[config.mk]
export PLATFORM = sky130hd
export DESIGN_NAME = pipelined_prefix_adder_flat
export DESIGN_NICKNAME = d
export VERILOG_FILES = /design/src/rtl/pipelined_prefix_adder_if.sv /design/src/rtl/pipelined_prefix_adder.sv /design/src/flat_wrapper.sv
export SDC_FILE = /design/constraint.sdc
export NUM_CORES = 1
export LEC_CHECK = 0
export ABC_AREA = 1
export BUFFER_PORTS_ARGS = -buffer_cell sky130_fd_sc_hd__buf_4
export CAP_MARGIN = 20
export CORE_ASPECT_RATIO = 1.2
export CORE_MARGIN = 1
export CORE_UTILIZATION = 55
export CTS_BUF_LIST = sky130_fd_sc_hd__clkbuf_8
export CTS_CLUSTER_DIAMETER = 80
export DETAILED_ROUTE_END_ITERATION = 8
export GPL_ROUTABILITY_DRIVEN = 0
export PLACE_DENSITY_LB_ADDON = 0.2
export SYNTH_ARGS = -nofsm -noshare
export SYNTH_HDL_FRONTEND = slang
export SYNTH_SLANG_ARGS = --single-unit
[constraint.sdc]
create_clock -name clk -period 12.5 [get_ports clk]
set_clock_uncertainty 0.05 [all_clocks]
set_input_delay 0.625 -clock clk [delete_from_list [all_inputs] [get_ports clk]]
set_output_delay 0.625 -clock clk [all_outputs]
set_load 0.01 [all_outputs]
[src/rtl/pipelined_prefix_adder_if.sv]
// Operand/result handshake bundle for pipelined_prefix_adder.
// The master side is the upstream producer plus downstream consumer; the slave side is the adder.
interface pipelined_prefix_adder_if #(
  parameter int WIDTH = 64
);
  logic             in_valid;
  logic             in_ready;
  logic [WIDTH-1:0] a;
  logic [WIDTH-1:0] b;
  logic             cin;
  logic [1:0]       op;
  logic             out_valid;
  logic             out_ready;
  logic [WIDTH-1:0] sum;
  logic             cout;
  logic             ovf;
  logic             zero;

  modport master (
    output in_valid, a, b, cin, op, out_ready,
    input  in_ready, out_valid, sum, cout, ovf, zero
  );

  modport slave (
    input  in_valid, a, b, cin, op, out_ready,
    output in_ready, out_valid, sum, cout, ovf, zero
  );
endinterface

[src/rtl/pipelined_prefix_adder.sv]
// Pipelined ADD/SUB/ADC/SBB: one SEG-bit prefix-carry segment resolved per stage, with the
// inter-segment carry registered and operands/partial sums skewed so a whole beat exits together.
module pipelined_prefix_adder #(
  parameter int WIDTH = 64,
  parameter int SEG   = 16
) (
  input logic                     clk,
  input logic                     rst,
  pipelined_prefix_adder_if.slave io
);

  localparam int STAGES = (SEG < 1) ? 1 : WIDTH / SEG;
  localparam int LAST   = STAGES - 1;
  localparam int MSB    = WIDTH - 1;

  generate
    if (SEG < 1) begin : g_bad_seg
      $error("pipelined_prefix_adder: SEG must be at least 1");
    end else if ((WIDTH % SEG) != 0) begin : g_bad_width
      $error("pipelined_prefix_adder: WIDTH must be a multiple of SEG");
    end
  endgenerate

  // Kogge-Stone carry tree over one segment; carry-in is folded into bit 0's generate.
  function automatic logic [SEG:0] seg_add(input logic [SEG-1:0] x,
                                           input logic [SEG-1:0] y,
                                           input logic           ci);
    logic [SEG-1:0] p;
    logic [SEG-1:0] g;
    logic [SEG-1:0] pg;
    logic [SEG-1:0] g_n;
    logic [SEG-1:0] pg_n;
    logic [SEG:0]   c;
    p    = x ^ y;
    g    = x & y;
    g[0] = g[0] | (p[0] & ci);
    pg   = p;
    for (int d = 1; d < SEG; d = d * 2) begin
      g_n  = g;
      pg_n = pg;
      for (int i = d; i < SEG; i++) begin
        g_n[i]  = g[i] | (pg[i] & g[i-d]);
        pg_n[i] = pg[i] & pg[i-d];
      end
      g  = g_n;
      pg = pg_n;
    end
    c = {g, ci};
    return {c[SEG], p ^ c[SEG-1:0]};
  endfunction

  logic [WIDTH-1:0]  a_q     [STAGES];
  logic [WIDTH-1:0]  a_d     [STAGES];
  logic [WIDTH-1:0]  b_q     [STAGES];
  logic [WIDTH-1:0]  b_d     [STAGES];
  logic [WIDTH-1:0]  sum_q   [STAGES];
  logic [WIDTH-1:0]  sum_d   [STAGES];
  logic [STAGES-1:0] carry_q;
  logic [STAGES-1:0] carry_d;
  logic [STAGES-1:0] valid_q;
  logic [STAGES-1:0] valid_d;
  logic              zero_q;
  logic              zero_d;

  logic [WIDTH-1:0]  a_src   [STAGES];
  logic [WIDTH-1:0]  b_src   [STAGES];
  logic [WIDTH-1:0]  s_src   [STAGES];
  logic [STAGES-1:0] c_src;
  logic [SEG:0]      seg_res [STAGES];
  logic [WIDTH-1:0]  b_in;
  logic              c_in;
  logic              adv;

  assign adv = !valid_q[LAST] || io.out_ready;

  always_comb begin
    b_in = io.op[0] ? ~io.b : io.b;
    case (io.op)
      2'b00:   c_in = 1'b0;
      2'b01:   c_in = 1'b1;
      default: c_in = io.cin;
    endcase

    a_src[0]   = io.a;
    b_src[0]   = b_in;
    s_src[0]   = '0;
    c_src[0]   = c_in;
    valid_d[0] = io.in_valid;
    for (int k = 1; k < STAGES; k++) begin
      a_src[k]   = a_q[k-1];
      b_src[k]   = b_q[k-1];
      s_src[k]   = sum_q[k-1];
      c_src[k]   = carry_q[k-1];
      valid_d[k] = valid_q[k-1];
    end

    // Stage k owns bits [k*SEG +: SEG]; lower bits ride along already resolved.
    for (int k = 0; k < STAGES; k++) begin
      seg_res[k] = seg_add(a_src[k][k*SEG +: SEG], b_src[k][k*SEG +: SEG], c_src[k]);
      a_d[k]     = a_src[k];
      b_d[k]     = b_src[k];
      sum_d[k]   = s_src[k];
      sum_d[k][k*SEG +: SEG] = seg_res[k][SEG-1:0];
      carry_d[k] = seg_res[k][SEG];
    end

    zero_d = (sum_d[LAST] == '0);
  end

  always_ff @(posedge clk or posedge rst) begin
    if (rst) begin
      valid_q <= '0;
      carry_q <= '0;
      zero_q  <= 1'b0;
      for (int k = 0; k < STAGES; k++) begin
        a_q[k]   <= '0;
        b_q[k]   <= '0;
        sum_q[k] <= '0;
      end
    end else if (adv) begin
      valid_q <= valid_d;
      carry_q <= carry_d;
      zero_q  <= zero_d;
      for (int k = 0; k < STAGES; k++) begin
        a_q[k]   <= a_d[k];
        b_q[k]   <= b_d[k];
        sum_q[k] <= sum_d[k];
      end
    end
  end

  assign io.in_ready  = adv;
  assign io.out_valid = valid_q[LAST];
  assign io.sum       = sum_q[LAST];
  assign io.cout      = carry_q[LAST];
  assign io.zero      = zero_q;
  // Overflow comes from the output-stage operand MSBs, so it holds with the rest of the result.
  assign io.ovf       = (a_q[LAST][MSB] == b_q[LAST][MSB]) &&
                        (sum_q[LAST][MSB] != a_q[LAST][MSB]);

endmodule

[src/flat_wrapper.sv]
// flat-port wrapper written by rule: the top's interface ports become plain ports
module pipelined_prefix_adder_flat 
#(
  parameter int WIDTH = 64,
  parameter int SEG   = 16
)
  (clk, rst, io_in_valid, io_a, io_b, io_cin, io_op, io_out_ready, io_in_ready, io_out_valid, io_sum, io_cout, io_ovf, io_zero);
  pipelined_prefix_adder_if #(.WIDTH(WIDTH)) io_i ();
  input logic clk;
  input logic rst;
  input wire logic [$bits(io_i.in_valid)-1:0] io_in_valid;
  input wire logic [$bits(io_i.a)-1:0] io_a;
  input wire logic [$bits(io_i.b)-1:0] io_b;
  input wire logic [$bits(io_i.cin)-1:0] io_cin;
  input wire logic [$bits(io_i.op)-1:0] io_op;
  input wire logic [$bits(io_i.out_ready)-1:0] io_out_ready;
  output wire logic [$bits(io_i.in_ready)-1:0] io_in_ready;
  output wire logic [$bits(io_i.out_valid)-1:0] io_out_valid;
  output wire logic [$bits(io_i.sum)-1:0] io_sum;
  output wire logic [$bits(io_i.cout)-1:0] io_cout;
  output wire logic [$bits(io_i.ovf)-1:0] io_ovf;
  output wire logic [$bits(io_i.zero)-1:0] io_zero;
  assign io_i.in_valid = io_in_valid;
  assign io_i.a = io_a;
  assign io_i.b = io_b;
  assign io_i.cin = io_cin;
  assign io_i.op = io_op;
  assign io_i.out_ready = io_out_ready;
  assign io_in_ready = io_i.in_ready;
  assign io_out_valid = io_i.out_valid;
  assign io_sum = io_i.sum;
  assign io_cout = io_i.cout;
  assign io_ovf = io_i.ovf;
  assign io_zero = io_i.zero;
  pipelined_prefix_adder #(.WIDTH(WIDTH), .SEG(SEG)) u_core (.clk(clk), .rst(rst), .io(io_i));
endmodule
==> summary.md, run 1 <==
| Metric | Value |
|---|---|
| Critical Path AT | `2.58 ns` |
| Max stage delay on crit path | `0.78 ns` |
| First-pass DRT Iterations | `8` |
| Post-CTS sizing | `0` |
| Core area | `30,570 µm²` |
| Status | `finished, final reports clean` |
| Post-CTS setup buffers | `0` |
| HPWL Detailed | `24.77 mm` |
| Worst path required time | `11.82 ns` |
| Maximum clock path buffer count | `3` |
| Number of max-cap violations | `0` |
| Mapped Cells | `2,036` |
| Worst slew pin tran | `0.9836 ns` |
| Final setup TNS | `0 ns` |
| Ant diodes | `0` |
| Tcrit/Tclk final | `26.05%` |
| CTS HTree Levels | `2` |
| Max-slew violations | `0` |
| Layout Nets | `2,425` |
| Via count | `13.54k` |
| Pre-CTS setup slack | `9.004 ns` |
| CTS Hold Bufs | `0` |
| Share of post-route cells with drive strength above 1 | `13.55%` |
| Final worst setup slack | `approximately 9 ns` |
| Later-pin clock latency in the skew report | `0.59 ns` |
| Antenna violations before repair | `0` |
| Vias/cell | `5.101` |
| Worst rel slew slack | `between 30% and 40%` |
| Synth-to-Final Area Change | `16.63%` |
| Total routed wirelength | `36.39 mm` |
| Total I/O pin count | `204` |
| Total Routing Usage GR | `approximately a quarter` |
| WL/cell | `between 10 and 15 µm` |
| Part of the Yosys area used for sequential elements | `between 50 and 60%` |
| Number of setup violations in the final report | `0` |
| Row cnt | `70` |
| Final Core Density | `65.47%` |
| Pwr Density | `249.6 nW/µm²` |
| Achievable Freq | `about 310 MHz` |
| Hold Fails Final Rpt | `0` |
| Cell mode on critical path | `buf_4` |
| Clk pin slew, worst setup/hold paths | `0.06 ns` |
| CTS Buf Count | `56` |
| Largest net degree at the start of global routing | `168` |
| Syn Nets | `about 2.2k` |
| Initial Utilization | `roughly 56%` |
| CP max FO | `91` |
| Worst Setup End Kind | `primary output` |
| Unique masters post-synth | `42` |
| Cells along the critical path | `nand2_4, buf_4, buf_4` |
| Average footprint of a synthesized cell | `8.428 µm²` |
| Max IR drop VDD | `0.0001468 V` |
| First-pass GRT wire length | `61.54 mm` |
| GRT overflow | `0` |
| Slowest cell on the critical path | `buf_4` |
| Min cycle time layout | `between 3 and 4 ns` |
| Worst setup SP type | `flop` |
| Register bit total from synthesis | `approximately 360` |
| Drt first-iter violations | `around 850` |
| Syn. warnings | `0` |
| # DRC | `0` |
| Die area | `31,910 µm²` |
| Type of the worst setup path | `reg -> out` |
| CTS tree | `built` |
| Unrepaired setup endpoints after global routing | `no` |
| Cell area after synthesis | `17,160 µm²` |
| DIE HEIGHT | `between 150 and 200 µm` |
| Die W | `163.2 µm` |
| Sink Count | `363` |
| Hold crit path type | `in -> reg` |
| PortBufs | `203` |
| Number of global-route vias before repair | `13.26k` |
| Pleak | `between 10 and 15 nW` |
| Clock root buffer | `clkbuf_8` |
| Antenna Nets Post-Route | `0` |
[cells in the mapped netlist]
master,n,share of area [%]
nand2_1,792,17
dfrtp_1,363,53
o21ai_0,219,6.4
inv_1,147,3.2
nor2_1,94,2.1
ha_1,60,4.4
xnor2_1,58,3.0
nand3_1,50,1.5
a21oi_1,49,1.4
clkbuf_1,44,0.96
buf_2,41,1.2
xor2_1,27,1.4
a31oi_1,17,0.62
nand4_1,13,0.47
fa_1,8,0.93
o21bai_1,7,0.31
nor3_1,5,0.15
a21o_1,4,0.18
or2_2,4,0.15
a21boi_2,3,0.20
o21ai_1,3,0.087
o21ai_2,3,0.15
a211oi_1,2,0.087
a21oi_2,2,0.10
a221oi_1,2,0.10
o22ai_1,2,0.073
or2_1,2,0.073
a21boi_1,1,0.044
a22oi_1,1,0.044
a32oi_1,1,0.051
a41oi_1,1,0.051
and2_1,1,0.036
and3_1,1,0.036
buf_1,1,0.022
inv_2,1,0.022
mux2i_1,1,0.058
nand2_2,1,0.036
nand3_2,1,0.058
nand3b_1,1,0.044
nor3_2,1,0.058
nor4_1,1,0.036
o21a_1,1,0.044
[cell families (layout without fill, tap and decap cells)]
group	count (synthesis)	after routing	synth area share, %
flops	363	363	52.94
fa+ha+maj	68	68	5.308
mux	1	1	0.05834
buf+inv	234	457	5.418
simple gates	967	967	21.98
compound gates	318	318	9.953
xor+xnor	85	85	4.339
[state kept, by name, summed over array words and instances, names as in the netlist]
register / flops
u_core.carry_q: 4
u_core.io.zero: 1
u_core.b_q: 1
u_core.a_d: 96
u_core.b_d: 96
u_core.io.sum: 64
u_core.s_src: 96
u_core.valid_q: 4
u_core.a_q: 1
[cell type report]
type / count / area [µm²]
sequential: 363 / 9084
timing repair buffer: 214 / 1639
tap: 396 / 495.5
fill: 2642 / 10550
clock buffer: 71 / 977.2
inverter: 148 / 570.5
multi-input combinational: 1439 / 7153
clock inverter: 24 / 93.84
[critical path, delay by kind of cell (launching register included)]
kind / cells / cell delay (ns)
buffers and inverters: 2 / 1.03
AND/OR/NAND/NOR: 1 / 0.48
flip-flops: 1 / 0.41
[where the power goes]
part / leakage, nW / total [mW] / internal [mW] / switching, mW
Combinational: 5.35 / 2.06 / 0.800 / 1.26
Sequential: 4.39 / 2.00 / 1.70 / 0.298
Clock: 0.634 / 0.938 / 0.503 / 0.435
[placed cells by master (no fill, tap or decap), types with 17 or more instances in the layout]
| cell | instances |
|---|---|
| a21oi_1 | 49 |
| a31oi_1 | 17 |
| buf_4 | 212 |
| clkbuf_8 | 71 |
| dfrtp_1 | 363 |
| ha_1 | 60 |
| inv_1 | 167 |
| nand2_1 | 791 |
| nand3_1 | 50 |
| nor2_1 | 94 |
| o21ai_0 | 219 |
| xnor2_1 | 58 |
| xor2_1 | 27 |
[metal layers]
metal | global-route usage (%) | vias up | routed length [µm]
li1 | - | 6850 | -
met5 | 0 | - | 0
met1 | 31.43 | 6278 | 16090
met2 | 38.98 | 328 | 17520
met4 | 9.346 | 0 | 1158
met3 | 3.505 | 86 | 1624
[metrics by stage]
stage	std cells	power [mW]	area (µm²)	hold WS, ns
floorplan	2036	3.434	17160	0.3698
global placement	2558	3.990	18890	0.3839
detailed placement	2558	4.067	18890	0.4013
CTS	2653	5.032	19970	0.1522
global route	2655	5.453	20010	0.1672
finish	2655	4.996	20010	0.1872
[path summary, 6_finish.rpt]
| check | cells past startpoint | startpoint | end | slack, ns |
|---|---|---|---|---|
| setup / recovery | 3 | u_core.valid_q[3] | io_in_ready | 9.24 |
| hold / removal | 3 | io_a[38] | u_core.a_d[166] | 0.19 |
| setup reg to reg | 12 | u_core.valid_q[3] | u_core.io.zero | 9.61 |
| hold reg to reg | 2 | u_core.b_d[127] | u_core.b_d[63] | 0.41 |
| max in group asynchronous | 4 | rst | u_core.a_d[60] | 9.82 |
| min in group asynchronous | 2 | rst | u_core.b_d[150] | 0.21 |
Power figures use the tool's default switching activity.
==> run 2: changes to the inputs <==
ABC_AREA = 0   (was 1)
clock period = 2.9 ns   (was 12.5 ns; I/O delays follow)
==> run 2 against run 1 <==
Against the previous run: the run now ends with setup timing left; sequential power increased to 4.4 times the previous value; global-route usage is 1.9 points higher; sequential share of layout area shrank 2.3 points; clock power increased to 4.3 times the previous value; critical path depth rose by 7; die area down 2.3%; critical endpoint is now u_core.io.zero.
==> summary.md, run 2 <==
| Metric | Value |
|---|---|
| Commonest cells after routing, fill and taps aside | `834 x nand2_1, 363 x dfrtp_1, 233 x buf_4, 105 x dlygate4sd3_1, 76 x o21ai_0 (was 791 x nand2_1, 363 x dfrtp_1, 219 x o21ai_0, 212 x buf_4, 167 x inv_1)` |
| Failing checks | `setup timing` |
| Post-synth ARST share | `100.0% (unchanged)` |
| Hold crit path type | `in -> reg (unchanged)` |
| Most instantiated cells after synthesis | `834 x nand2_1, 363 x dfrtp_1, 77 x clkbuf_1, 76 x o21ai_0 (was 792 x nand2_1, 363 x dfrtp_1, 219 x o21ai_0, 147 x inv_1, 94 x nor2_1)` |
| GRT busiest layer | `met2 (unchanged)` |
| Average footprint of a synthesized cell | `8.902 µm² (was 8.428 µm²)` |
| Later-pin clock latency in the skew report | `0.59 ns (about the same)` |
| Antenna Nets Post-Route | `0 (unchanged)` |
| Area post-placement | `18,880 µm² (was 18,890 µm²)` |
| Via count | `13.72k (was 13.54k)` |
| Worst setup SP type | `flop (unchanged)` |
| Critical Path AT | `3.56 ns (was 2.58 ns)` |
| GRT overflow | `0 (unchanged)` |
| Antenna violations before repair | `0 (unchanged)` |
| Total routed wirelength | `38.45 mm (was 36.39 mm)` |
| DIE HEIGHT | `193.2 µm (was 195.5 µm)` |
| Cell area after synthesis | `16,760 µm² (was 17,160 µm²)` |
| Share of post-route cells with drive strength above 1 | `15.47% (was 13.55%)` |
| Part of the Yosys area used for sequential elements | `54.19% (was 52.94%)` |
| Final setup TNS | `-0.2382 ns (was 0 ns)` |
| Hold WS | `0.03695 ns (was 0.1872 ns)` |
| Drt first-iter violations | `851 (was 848)` |
| Post-synth EDFFs | `0 (unchanged)` |
| Min cycle time layout | `3.138 ns` |
| Max stage delay on crit path | `0.51 ns (was 0.78 ns)` |
| Unique masters post-synth | `53 (was 42)` |
| GR Layer Usage met3 | `4.117% (was 3.505%)` |
| Prevailing post-synth register cell | `dfrtp_1 (unchanged)` |
| Slowest cell on the critical path | `or4_4 (was buf_4)` |
| HPWL Detailed | `26.32 mm (was 24.77 mm)` |
| # DRC | `0 (unchanged)` |
| Unrepaired setup endpoints after global routing | `yes (was no)` |
| Register bit total from synthesis | `363 (unchanged)` |
| Worst slew pin tran | `0.9275 ns (was 0.9836 ns)` |
| Pwr Density | `1052 nW/µm² (was 249.6 nW/µm²)` |
| CP max FO | `2 (was 91)` |
| Most common cell after layout, fill and taps aside | `nand2_1 (unchanged)` |
| Sink Count | `363 (unchanged)` |
| Achievable Freq | `318.7 MHz` |
| Ant diodes | `0 (unchanged)` |
| Worst rel slew slack | `38.17% (was 34.43%)` |
| Number of global-route vias before repair | `13.72k (was 13.26k)` |
| Cells along the critical path | `fa_2, inv_2, fa_1, nor4b_2, nand4_1, or4_4, nor4_4, nand4_1, or4_1, o31ai_1 (was nand2_4, buf_4, buf_4)` |
| Clk pin slew, worst setup/hold paths | `0.06 ns (about the same)` |
| First-pass DRT Iterations | `5 (was 8)` |
| Synth top area share | `54.19% (was 52.94%)` |
| CTS HTree Levels | `2 (unchanged)` |
| Syn. warnings | `0 (unchanged)` |
| Die W | `161.4 µm (was 163.2 µm)` |
| Met1 Use GR | `33.66% (was 31.43%)` |
| Finished Layout Cells | `2,627 (was 2,655)` |
| Largest net degree at the start of global routing | `164 (was 168)` |
| Layout Cell Area excl Fill | `21,080 µm² (was 20,010 µm²)` |
| Layout Nets | `2,404 (was 2,425)` |
| Status | `complete, but fails checks (was finished, final reports clean)` |
| Worst path required time | `3.32 ns (was 11.82 ns)` |
| Multi-input gate area | `7312 µm² (was 7153 µm²)` |
| Die area | `31,180 µm² (was 31,910 µm²)` |
| Tcrit/Tclk final | `108.2%` |
| GR Layer Usage met2 | `42.75% (was 38.98%)` |
| Clock root buffer | `clkbuf_8 (unchanged)` |
| CTS tree | `built (unchanged)` |
| Type of the worst setup path | `reg -> reg (was reg -> out)` |
| Max IR drop VDD | `0.0006186 V (was 0.0001468 V)` |
| Placed Instances | `2,425 (was 2,558)` |
| Maximum clock path buffer count | `3 (unchanged)` |
| Vias/cell | `5.221 (was 5.101)` |
| Syn Nets | `2,086 (was 2,239)` |
| Worst Setup End Kind | `flop (was primary output)` |
| Hold Fails Final Rpt | `0 (unchanged)` |
| Total Routing Usage GR | `25.63% (was 23.69%)` |
| CTS Buf Count | `56 (unchanged)` |
| Sequential cell area | `9084 µm² (unchanged)` |
| PortBufs | `203 (unchanged)` |
| Synth-to-Final Area Change | `25.77% (was 16.63%)` |
| Top-count cell post-synth | `nand2_1 (unchanged)` |
| Final worst setup slack | `-0.2382 ns (was 9.243 ns)` |
| Fillers | `2,298 (was 2,642)` |
| Total I/O pin count | `204 (unchanged)` |
| Core area | `29,780 µm² (was 30,570 µm²)` |
| Pre-CTS setup slack | `-0.2742 ns (was 9.004 ns)` |
| Row cnt | `69 (was 70)` |
| Initial Utilization | `56.28% (was 56.14%)` |
| Ranking of synthesized cells by area | `dfrtp_1 54%, nand2_1 19%, ha_1 4.5% (was dfrtp_1 53%, nand2_1 17%, o21ai_0 6.4%)` |
| Pleak | `10.64 nW (was 10.38 nW)` |
| Cell mode on critical path | `nand4_1 (was buf_4)` |
| Mapped Cells | `1,883 (was 2,036)` |
| WL/cell | `14.64 µm (was 13.71 µm)` |
| Yosys top cell by area | `dfrtp_1 (unchanged)` |
| First-pass GRT wire length | `65.18 mm (was 61.54 mm)` |
| Number of setup violations in the final report | `1 (was 0)` |
| Max-slew violations | `0 (unchanged)` |
| Number of max-cap violations | `0 (unchanged)` |
-- run 2: stage by stage --
step                      util, %  power [mW]
after floorplan                 -       14.80
after global placement      63.38       17.55
after detailed placement    63.38       17.90
after CTS                   70.59       22.18
after global routing        70.78       24.02
final                       70.78       22.17
-- run 2: worst paths after layout --
check                                   from                 to  cells after the start  slack, ns
setup / recovery              u_core.a_d[48]     u_core.io.zero                     10      -0.24
hold / removal                      io_a[14]  u_core.carry_q[0]                      4       0.04
setup reg to reg              u_core.a_d[48]     u_core.io.zero                     10      -0.24
hold reg to reg            u_core.io.sum[46]  u_core.io.sum[46]                      2       0.42
max in group asynchronous                rst    u_core.a_d[158]                      4       1.71
min in group asynchronous                rst  u_core.valid_q[3]                      3       0.19
-- run 2: repair_timing --
item / in CTS / in global routing
setup endpoints to repair: 1 / 6
setup buffers: 2 / 1
hold buffers: 105 / 0
endpoints found under the hold margin: 131 / 0
resized for setup: 3 / 11
pin swaps: 7 / 8
-- run 2: metal layers --
metal	share of wire, %	vias to the layer above
met5	0	-
li1	-	6716
met2	49	306
met4	3.4	0
met1	43	6616
met3	4.3	78
-- run 2: logic make-up after synthesis --
kind of cell | after synthesis | synth area share [%]
simple gates | 997 | 23.87
xor+xnor | 110 | 5.748
buf+inv | 114 | 2.598
compound gates | 226 | 7.830
fa+ha+maj | 68 | 5.434
mux | 5 | 0.3284
flops | 363 | 54.19
-- run 2: area by class of cell --
cell class | count | area share, %
flip-flops and latches | 363 | 43.09
repair buffers | 349 | 14.33
clock buffers | 68 | 4.439
multi-input cells | 1406 | 34.68
inverters | 25 | 0.4985
clock inverters | 26 | 0.6469
well taps | 390 | 2.315
-- run 2: power breakdown --
| part | leakage (nW) | total (mW) | internal [mW] | switching [mW] |
|---|---|---|---|---|
| clock | 0.620 | 4.05 | 2.18 | 1.87 |
| sequential | 4.35 | 8.89 | 7.36 | 1.53 |
| combinational | 5.66 | 9.23 | 4.05 | 5.18 |
-- run 2: worst max-delay path, delay by kind of cell, from the launching register on --
| kind | cells | cell delay [ns] |
|---|---|---|
| AND/OR/NAND/NOR | 6 | 1.58 |
| adder cells (fa/ha/maj) | 2 | 0.72 |
| flip-flops | 1 | 0.39 |
| AO/OA/AOI/OAI | 1 | 0.24 |
| buffers and inverters | 1 | 0.04 |
